==> config.mk <==
export PLATFORM = sky130hd
export DESIGN_NAME = m_mem_unit
export DESIGN_NICKNAME = d
export VERILOG_FILES = /design/src/rtl/mips_pkg.sv /design/src/rtl/dm_ext.sv /design/src/rtl/m_mem_unit.sv
export SDC_FILE = /design/constraint.sdc
export NUM_CORES = 1
export LEC_CHECK = 0
export BUFFER_PORTS_ARGS = -buffer_cell sky130_fd_sc_hd__buf_2
export CORE_MARGIN = 1
export CORE_UTILIZATION = 42
export CTS_CLUSTER_SIZE = 10
export DETAILED_ROUTE_END_ITERATION = 16
export PLACE_DENSITY = 0.84
export SETUP_SLACK_MARGIN = 0.02
export SYNTH_ARGS = -nofsm -noshare
export SYNTH_HDL_FRONTEND = slang
export SYNTH_SLANG_ARGS = --single-unit
==> constraint.sdc <==
create_clock -name clk -period 2.55 [get_ports clk]
set_clock_uncertainty 0.2 [all_clocks]
set_input_delay 0.1275 -clock clk [delete_from_list [all_inputs] [get_ports clk]]
set_output_delay 0.1275 -clock clk [all_outputs]
set_load 0.01 [all_outputs]
==> src/rtl/mips_pkg.sv <==
// Shared MIPS M-stage definitions: load/store opcodes, FSM state type, access-size decode helpers.
package mips_pkg;

  localparam logic [5:0] OP_LB  = 6'h20;
  localparam logic [5:0] OP_LH  = 6'h21;
  localparam logic [5:0] OP_LW  = 6'h23;
  localparam logic [5:0] OP_LBU = 6'h24;
  localparam logic [5:0] OP_LHU = 6'h25;
  localparam logic [5:0] OP_SB  = 6'h28;
  localparam logic [5:0] OP_SH  = 6'h29;
  localparam logic [5:0] OP_SW  = 6'h2b;

  typedef enum logic [1:0] {
    StIdle,
    StReq,
    StWaitResp,
    StDone
  } m_state_t;

  typedef enum logic [1:0] {
    SizeByte,
    SizeHalf,
    SizeWord
  } acc_size_t;

  typedef struct packed {
    logic      is_load;
    logic      is_store;
    acc_size_t size;
    logic      sgn;
  } mem_dec_t;

  function automatic mem_dec_t decode_op(input logic [5:0] op);
    mem_dec_t d;
    d.is_load  = 1'b0;
    d.is_store = 1'b0;
    d.size     = SizeWord;
    d.sgn      = 1'b0;
    case (op)
      OP_LB:  begin d.is_load  = 1'b1; d.size = SizeByte; d.sgn = 1'b1; end
      OP_LH:  begin d.is_load  = 1'b1; d.size = SizeHalf; d.sgn = 1'b1; end
      OP_LW:  begin d.is_load  = 1'b1; d.size = SizeWord; end
      OP_LBU: begin d.is_load  = 1'b1; d.size = SizeByte; end
      OP_LHU: begin d.is_load  = 1'b1; d.size = SizeHalf; end
      OP_SB:  begin d.is_store = 1'b1; d.size = SizeByte; end
      OP_SH:  begin d.is_store = 1'b1; d.size = SizeHalf; end
      OP_SW:  begin d.is_store = 1'b1; d.size = SizeWord; end
      default: ;
    endcase
    return d;
  endfunction

  function automatic logic is_misaligned(input acc_size_t size, input logic [1:0] b);
    logic m;
    case (size)
      SizeHalf: m = b[0];
      SizeWord: m = |b;
      default:  m = 1'b0;
    endcase
    return m;
  endfunction

endpackage

==> src/rtl/dm_ext.sv <==
// Load extender: picks the addressed byte/half from a raw bus word and sign- or zero-extends it.
module dm_ext
  import mips_pkg::*;
(
  input  logic [31:0] rdata,
  input  logic [1:0]  b,
  input  acc_size_t   size,
  input  logic        sgn,
  output logic [31:0] data
);

  logic [7:0]  byte_sel;
  logic [15:0] half_sel;

  always_comb begin
    byte_sel = rdata[7:0];
    unique case (b)
      2'd0: byte_sel = rdata[7:0];
      2'd1: byte_sel = rdata[15:8];
      2'd2: byte_sel = rdata[23:16];
      2'd3: byte_sel = rdata[31:24];
      default: byte_sel = rdata[7:0];
    endcase
    half_sel = b[1] ? rdata[31:16] : rdata[15:0];
  end

  always_comb begin
    data = rdata;
    unique case (size)
      SizeByte: data = {{24{sgn & byte_sel[7]}}, byte_sel};
      SizeHalf: data = {{16{sgn & half_sel[15]}}, half_sel};
      default:  data = rdata;
    endcase
  end

endmodule

==> src/rtl/m_mem_unit.sv <==
// M-stage memory access unit: drives a valid/ready data bus for loads/stores and stalls the
// pipeline until the access completes; non-memory instructions pass straight through.
module m_mem_unit
  import mips_pkg::*;
#(
  parameter int unsigned TIMEOUT = 255
) (
  input  logic        clk,
  input  logic        reset,
  input  logic [31:0] in_pc,
  input  logic [31:0] in_instr,
  input  logic [31:0] in_alu_out,
  input  logic [31:0] in_rt_data,
  input  logic [1:0]  in_Tnew,
  output logic        mem_req_valid,
  input  logic        mem_req_ready,
  output logic        mem_req_we,
  output logic [31:0] mem_req_addr,
  output logic [3:0]  mem_req_byteen,
  output logic [31:0] mem_req_wdata,
  input  logic        mem_resp_valid,
  input  logic [31:0] mem_resp_rdata,
  output logic        stall_M,
  output logic [31:0] dm_rdata,
  output logic        done,
  output logic        addr_err,
  output logic        bus_err
);

  localparam int unsigned CntW = (TIMEOUT > 1) ? $clog2(TIMEOUT) : 1;

  m_state_t        state_q;
  logic [CntW-1:0] cnt_q;
  logic [1:0]      b_q;
  acc_size_t       size_q;
  logic            sgn_q;

  mem_dec_t        dec;
  logic            is_mem;
  logic            misal;
  logic            start;
  logic            timeout_hit;
  logic [3:0]      byteen_new;
  logic [31:0]     wdata_new;
  logic [31:0]     ext_data;

  // PC, Tnew and the low instruction bits belong to other stages; the M unit only decodes.
  logic unused_in;
  assign unused_in = ^{in_pc, in_Tnew, in_instr[25:0]};

  assign dec    = decode_op(in_instr[31:26]);
  assign is_mem = dec.is_load | dec.is_store;
  assign misal  = is_mem & is_misaligned(dec.size, in_alu_out[1:0]);
  assign start  = (state_q == StIdle) & is_mem & ~misal;

  assign timeout_hit = (TIMEOUT != 0) && (cnt_q == CntW'(TIMEOUT - 1));

  assign addr_err = misal;
  assign done     = (state_q == StDone);
  assign bus_err  = (state_q == StWaitResp) & ~mem_resp_valid & timeout_hit;

  // The IDLE term comes straight from the decoder, so it is gated by reset to keep the
  // pipeline unfrozen while the unit is held in reset.
  assign stall_M = reset & (start | (state_q == StReq) | (state_q == StWaitResp));

  always_comb begin
    byteen_new = 4'b1111;
    wdata_new  = in_rt_data;
    unique case (dec.size)
      SizeByte: begin
        byteen_new = 4'b0001 << in_alu_out[1:0];
        wdata_new  = {4{in_rt_data[7:0]}};
      end
      SizeHalf: begin
        byteen_new = in_alu_out[1] ? 4'b1100 : 4'b0011;
        wdata_new  = {2{in_rt_data[15:0]}};
      end
      default: begin
        byteen_new = 4'b1111;
        wdata_new  = in_rt_data;
      end
    endcase
  end

  dm_ext u_dm_ext (
    .rdata (mem_resp_rdata),
    .b     (b_q),
    .size  (size_q),
    .sgn   (sgn_q),
    .data  (ext_data)
  );

  always_ff @(posedge clk or negedge reset) begin
    if (!reset) begin
      state_q        <= StIdle;
      cnt_q          <= '0;
      b_q            <= 2'b00;
      size_q         <= SizeWord;
      sgn_q          <= 1'b0;
      mem_req_valid  <= 1'b0;
      mem_req_we     <= 1'b0;
      mem_req_addr   <= '0;
      mem_req_byteen <= '0;
      mem_req_wdata  <= '0;
      dm_rdata       <= '0;
    end else begin
      unique case (state_q)
        StIdle: begin
          if (start) begin
            mem_req_valid  <= 1'b1;
            mem_req_we     <= dec.is_store;
            mem_req_addr   <= {in_alu_out[31:2], 2'b00};
            mem_req_byteen <= byteen_new;
            mem_req_wdata  <= dec.is_store ? wdata_new : '0;
            b_q            <= in_alu_out[1:0];
            size_q         <= dec.size;
            sgn_q          <= dec.sgn;
            state_q        <= StReq;
          end else if (misal) begin
            // A misaligned access retires as a nop, so W must see a zero result.
            dm_rdata <= '0;
          end
        end
        StReq: begin
          if (mem_req_ready) begin
            mem_req_valid  <= 1'b0;
            mem_req_we     <= 1'b0;
            mem_req_addr   <= '0;
            mem_req_byteen <= '0;
            mem_req_wdata  <= '0;
            cnt_q          <= '0;
            state_q        <= mem_req_we ? StDone : StWaitResp;
          end
        end
        StWaitResp: begin
          cnt_q <= cnt_q + 1'b1;
          if (mem_resp_valid) begin
            dm_rdata <= ext_data;
            state_q  <= StDone;
          end else if (timeout_hit) begin
            dm_rdata <= '0;
            state_q  <= StDone;
          end
        end
        StDone: begin
          state_q <= StIdle;
        end
        default: begin
          state_q <= StIdle;
        end
      endcase
    end
  end

  // A raised request must hold all of its fields until it is accepted.
  assert property (@(posedge clk) disable iff (!reset)
    (mem_req_valid && !mem_req_ready) |=>
      (mem_req_valid && $stable({mem_req_we, mem_req_addr, mem_req_byteen, mem_req_wdata})));

  assert property (@(posedge clk) disable iff (!reset) done |=> !done);

endmodule

==> results of run 1 <==
[worst register-to-register path, delay by kind of cell (launching register included)]
| family | cells | cell delay (ps) |
|---|---|---|
| compound gates | 1 | 350 |
| fa+ha+maj | 1 | 280 |
| buf+inv | 1 | 110 |
| flops | 1 | 400 |
| simple gates | 3 | 940 |
[synth_stat cells (2+ instances only)]
| cell | number |
|---|---|
| ha_1 | 7 |
| a21o_1 | 2 |
| nand3_1 | 4 |
| clkbuf_1 | 16 |
| inv_1 | 8 |
| a21oi_1 | 28 |
| nand4_1 | 3 |
| buf_4 | 2 |
| o21ai_1 | 9 |
| nand2_1 | 75 |
| a211oi_1 | 8 |
| o221ai_1 | 2 |
| xnor2_1 | 2 |
| a22o_1 | 43 |
| o21ai_0 | 38 |
| buf_2 | 17 |
| mux2_2 | 10 |
| nor2b_1 | 2 |
| mux2i_1 | 27 |
| nand2b_1 | 5 |
| nand4b_1 | 2 |
| dfrtp_1 | 114 |
| nor3b_1 | 4 |
| and3_1 | 2 |
| o21ai_2 | 3 |
| buf_1 | 4 |
| o22ai_1 | 8 |
| o31ai_1 | 31 |
| nor2_1 | 26 |
| o22a_1 | 8 |
[repair_timing]
action	in CTS	in global routing
hold endpoints to repair	217	0
endpoints found under the setup margin	0	4
hold buffers	105	0
resized for setup	0	1
[registers in the layout (all words and copies together), names as in the netlist]
name            count
b_q                 2
cnt_q               8
dm_rdata           32
mem_req_addr       30
mem_req_byteen      4
mem_req_valid       1
mem_req_wdata      32
mem_req_we          1
sgn_q               1
size_q              2
state_q             2
[power breakdown]
part / leakage (nW) / total, mW / switching, mW / internal [mW]
clock: 0.268 / 2.26 / 0.855 / 1.40
sequential: 1.58 / 2.42 / 0.251 / 2.17
combinational: 2.45 / 2.67 / 1.63 / 1.05
[area by class of cell]
| class | instances | area, µm² | area share (%) |
|---|---|---|---|
| antenna | 2 | 5.00 | 0.0597 |
| clock buffer | 22 | 474 | 5.66 |
| clock inverter | 9 | 81.3 | 0.970 |
| inverter | 8 | 30.0 | 0.358 |
| multi-input combinational | 371 | 2430 | 29.0 |
| sequential | 115 | 2880 | 34.3 |
| tap | 172 | 215 | 2.57 |
| timing repair buffer | 332 | 2270 | 27.1 |
[metal layers]
metal  global-route usage (%)  vias to the layer above
li1                         -                     2579
met1                     35.7                     2815
met2                     50.4                      433
met3                     9.08                       92
met4                     19.2                        0
met5                        0                        -
[kinds of logic (layout without fill, tap and decap cells)]
kind of cell | count (synthesis) | count (layout) | share of synthesized area, %
xor gates and xnor gates | 3 | 3 | 0.477
DFF | 115 | 115 | 52.2
buffers and inverters | 49 | 371 | 4.02
other | 1 | 4 | 0.0680
muxes | 37 | 37 | 6.94
adders and majority gates | 7 | 7 | 1.59
and+or+nand+nor | 133 | 133 | 11.1
AOI/OAI and AO/OA | 189 | 189 | 23.6
[worst paths after layout]
path	start	endpoint	slack, ps	cells past startpoint
setup / recovery	state_q[1]	mem_req_wdata[24]	160	6
hold reg to reg	dm_rdata[8]	dm_rdata[8]	270	2
min in group asynchronous	reset	dm_rdata[31]	140	3
setup reg to reg	state_q[1]	mem_req_wdata[24]	160	6
max in group asynchronous	reset	mem_req_addr[14]	1510	3
hold / removal	in_instr[26]	size_q[0]	50	4
[metrics by stage]
| stage | area (µm²) | utilization (%) | std cells | total power, mW | setup slack [ps] |
|---|---|---|---|---|---|
| floorplan | 5520 | - | 535 | 3.97 | 484 |
| CTS | 8380 | 65.9 | 1029 | 7.27 | 145 |
| global placement | 6770 | 53.2 | 893 | 4.83 | 428 |
| global route | 8380 | 65.9 | 1031 | 7.74 | 55.2 |
| finish | 8380 | 65.9 | 1031 | 7.36 | 161 |
| detailed placement | 6770 | 53.2 | 893 | 4.88 | 370 |
[placed cells by master (no fill, tap or decap), types with 9 or more instances in the layout]
master / count
mux2i_1: 27
clkbuf_16: 17
o31ai_1: 31
o21ai_1: 9
dfrtp_1: 114
buf_4: 16
buf_2: 208
a22o_1: 43
nor2_1: 26
nand2_1: 75
mux2_2: 10
a21oi_1: 28
dlygate4sd3_1: 105
o21ai_0: 38
==> flow_metrics.py, run 1 <==
metrics = {
    "outcome": {
        "status": "completed",
    },
    "die": {
        "ios": 272,
        "start_util_pct": 43.3,
        "coreArea_mm2": 0.0127,
        "die_width_um": 117,
        "die_y_um": 117,
        "dieArea_mm2": 0.0136,
        "rows": 41,
    },
    "clock_network": {
        "cts_buffers": 17,
        "cts_tree": "done",
        "cts_setup_buffers": 0,
        "htreeDepth": 4,
        "cts_sinks": 115,
        "worstSkewPairLatency_ps": 410,
        "clk_pin_slew_ps": 60,
        "cts_max_path_buffers": 2,
        "root_buffer": "clkbuf_16",
    },
    "logic_synthesis": {
        "netlist_top_cells_area": "dfrtp_1, a22o_1, nand2_1",
        "ys_async_sr_fraction_pct": 100,
        "syn_area_per_cell_um2": 10.3,
        "netlist_instances": 534,
        "synth_area_mm2": 0.00551,
        "ys_ff_latch": 115,
        "yosys.area.top_type": "dfrtp_1",
        "synth_edf_count": 0,
        "ys_types": 54,
        "yosysTopAreaCellShare_pct": 51.7,
        "ys_seq_area_share_pct": 52.2,
        "yosysWarningCount": 0,
        "ys.flop_type": "dfrtp_1",
    },
    "drt": {
        "m1WireLength_mm": 7.65,
        "wire_per_inst_um": 19.9,
        "vias": 5919,
        "wl_met2_mm": 9.96,
        "viasPerCell": 5.74,
        "wl_met3_mm": 1.95,
        "drt-pass1-iter-count": 5,
        "drt.antenna.violating_nets": 0,
        "route.detailed.drc": 0,
        "top_layer_used": "met4",
        "first_iter_violations": 771,
        "routed_wl_mm": 20.5,
    },
    "finish": {
        "drive_gt1_share_pct": 32.2,
        "syn2layout_area_growth_pct": 52.1,
        "nets": 1018,
        "fillers": 910,
    },
    "worst_setup_path": {
        "cp.required_ps": 2650,
        "arrival_ps": 2490,
        "worst-path-buf-inv": 1,
        "crit_slowest_cell": "or2_1",
        "endpoint_kind": "flop",
        "worst_setup_path_start_kind": "flop",
        "critical_path.top_delay_family": "simple AND/OR/NAND/NOR gates",
        "worstPathCellList": "inv_1, ha_1, nor4b_1, nand3_1, or2_1, o21ai_0",
        "worstPathMaxFanout": 17,
        "cp_slowest_stage_delay_ps": 460,
        "worstSetupPathType": "reg -> reg",
    },
    "timing": {
        "hold_slack_ps": 51.1,
        "slew_headroom_pct": 18.2,
        "finalMaxSlewViolations": 0,
        "fin_tns_setup_ps": 0,
        "fmaxAchievable_ghz": 0.419,
        "hold_violations": 0,
        "worst_pin_slew_ps": 1220,
        "period_needed_ps": 2390,
        "rsz0062_at_grt": "no",
        "setup_violations": 0,
        "fin_crit_sh_pct": 93.7,
    },
    "global_routing": {
        "grt_start_max_net_pins": 116,
        "grt_pass1_wl_mm": 31.5,
        "grt_antenna_before_repair": 2,
        "grt_usage_pct": 30.9,
        "first_global_vias": 6005,
        "overflow": 0,
    },
    "placed_design": {
        "dp_hpwl_mm": 11.1,
        "io_buffers": 209,
        "place_congestion": 0.839,
    },
    "flow_run": {
        "drv_cap": 0,
    },
    "min_path": {
        "hold_class": "in -> reg",
    },
    "power": {
        "vdd_ir_drop_max_mv": 0.611,
        "cellLeakagePower_nw": 4.30,
        "power_density_mw_per_mm2": 877,
    },
}
Note: power is estimated with default switching activity, not from simulation.
==> run 2, diff against run 1 <==
--- a/config.mk
+++ b/config.mk
@@ -10,7 +10,7 @@
 export CORE_UTILIZATION = 42
 export CTS_CLUSTER_SIZE = 10
 export DETAILED_ROUTE_END_ITERATION = 16
-export PLACE_DENSITY = 0.84
+export PLACE_DENSITY = 0.75
 export SETUP_SLACK_MARGIN = 0.02
 export SYNTH_ARGS = -nofsm -noshare
 export SYNTH_HDL_FRONTEND = slang
==> run 2 against run 1 <==
Global-route usage decreased by 2.4 points. Die area stayed put. Utilization grew 0.77 points. Final cell count up 0.39%. Wire length fell by 6.1%.
==> flow_metrics.py, run 2 (synthesis gave the netlist of run 1 again) <==
metrics = {
    "timing": {
        "setup_violations": 0,
        "fin_crit_sh_pct": 92.3,
        "rsz0062_at_grt": "no",
        "period_needed_ps": 2350,
        "worst_pin_slew_ps": 1100,
        "hold_violations": 0,
        "finalMaxSlewViolations": 0,
        "fin_tns_setup_ps": 0,
        "fin_ws_ps": 197,
        "slew_headroom_pct": 26.3,
        "fmaxAchievable_ghz": 0.425,
    },
    "drt": {
        "routed_wl_mm": 19.2,
        "drt.antenna.violating_nets": 0,
        "route.detailed.drc": 0,
        "vias": 5763,
        "wire_per_inst_um": 18.6,
        "viasPerCell": 5.57,
        "first_iter_violations": 490,
        "drt-pass1-iter-count": 5,
    },
    "global_routing": {
        "grt_antenna_before_repair": 0,
        "grt_usage_pct": 28.5,
        "overflow": 0,
        "grt_start_max_net_pins": 116,
        "first_global_vias": 5827,
        "grt_pass1_wl_mm": 29.0,
    },
    "die": {
        "coreArea_mm2": 0.0127,
        "rows": 41,
        "die_width_um": 117,
        "dieArea_mm2": 0.0136,
        "die_y_um": 117,
        "start_util_pct": 43.3,
        "ios": 272,
    },
    "placed_design": {
        "dp_slack_ps": 206,
        "dp_hpwl_mm": 11.5,
        "place_area_mm2": 0.00678,
        "io_buffers": 209,
        "place_congestion": 0.884,
    },
    "clock_network": {
        "worstSkewPairLatency_ps": 420,
        "cts_buffers": 17,
        "cts_tree": "done",
        "htreeDepth": 4,
        "cts_sinks": 115,
        "cts_max_path_buffers": 2,
        "clk_pin_slew_ps": 50,
        "root_buffer": "clkbuf_16",
    },
    "power": {
        "cellLeakagePower_nw": 4.35,
        "power_density_mw_per_mm2": 898,
        "vdd_ir_drop_max_mv": 0.771,
    },
    "finish": {
        "layout_common_cells": "buf_2, dfrtp_1, dlygate4sd3_1",
        "nets": 1022,
        "syn2layout_area_growth_pct": 53.8,
        "drive_gt1_share_pct": 32.3,
        "reg.largest.list": "dm_rdata: 32 flops, mem_req_wdata: 32 flops, mem_req_addr: 30 flops",
        "fillers": 957,
        "final_area_mm2": 0.00848,
        "mostFrequentLayoutCell": "buf_2",
    },
    "worst_setup_path": {
        "worst_setup_path_start_kind": "flop",
        "worstPathMaxFanout": 6,
        "worstSetupPathType": "reg -> reg",
        "arrival_ps": 2470,
        "cp.required_ps": 2670,
        "endpoint_kind": "flop",
        "ff2ff_path_depth": 6,
    },
    "flow_run": {
        "drv_cap": 0,
    },
    "min_path": {
        "hold_class": "in -> reg",
        "min_path_cells": 4,
    },
    "outcome": {
        "status": "completed",
    },
}
-- run 2: changes by cell type in the layout (fill, tap and decap cells not counted) --
cell	before	now
diode_2	2	1
bufinv_16	1	3
or2_1	1	0
clkinv_4	1	2
dlygate4sd3_1	105	108
clkbuf_1	2	3
clkinvlp_4	3	0
buf_12	3	4
or2_2	0	1
-- run 2: worst max-delay path, stage by stage (launching register included) --
cell           delay, ps
dfrtp_1              390
inv_1                160
ha_1                 310
and2_1               260
o21ai_0              130
dlygate4sd3_1        590
o31ai_1              210
-- run 2: cell type report --
cell class / count / area, µm² / area share, %
antenna: 1 / 2.50 / 0.0295
clock buffer: 23 / 478 / 5.64
clock inverter: 9 / 128 / 1.50
inverter: 8 / 30.0 / 0.354
multi-input combinational: 371 / 2430 / 28.6
sequential: 115 / 2880 / 33.9
tap: 172 / 215 / 2.54
timing repair buffer: 336 / 2320 / 27.4
-- run 2: worst paths after layout --
kind	from	end	slack, ps
max	state_q[0]	dm_rdata[13]	200
min in group asynchronous	reset	dm_rdata[22]	150
max reg2reg	state_q[0]	dm_rdata[13]	200
min	mem_resp_valid	dm_rdata[26]	60
min reg2reg	dm_rdata[17]	dm_rdata[17]	280
max in group asynchronous	reset	mem_req_addr[12]	1530
-- run 2: power breakdown --
group	internal, mW	switching (mW)
sequential	2.17	0.270
clock	1.61	0.843
combinational	1.12	1.61
-- run 2: repair_timing --
| action | CTS | global route |
|---|---|---|
| setup endpoints to repair | 0 | 8 |
| gates resized for setup | 0 | 2 |
| buffers inserted | 0 | 2 |
| hold buffers | 108 | 0 |
| endpoints found under the hold margin | 218 | 0 |
-- run 2: per-stage QoR --
stage	power [mW]	instances	hold WS (ps)	util (%)
2_1_floorplan	3.97	535	-368	-
3_5_place_dp	4.95	892	93.6	53.3
5_1_grt	8.02	1034	77.7	66.7
4_1_cts	7.55	1032	50.7	66.5
3_3_place_gp	4.87	892	83.8	53.3
6_report	7.62	1035	58.7	66.7
-- run 2: per-layer routing --
| layer | vias up | track usage, % | part of all wire [%] |
|---|---|---|---|
| met2 | 302 | 48.7 | 49 |
| li1 | 2588 | - | - |
| met4 | 0 | 14.7 | 3.0 |
| met1 | 2821 | 32.4 | 40 |
| met5 | - | 0 | 0 |
| met3 | 52 | 8.30 | 7.2 |
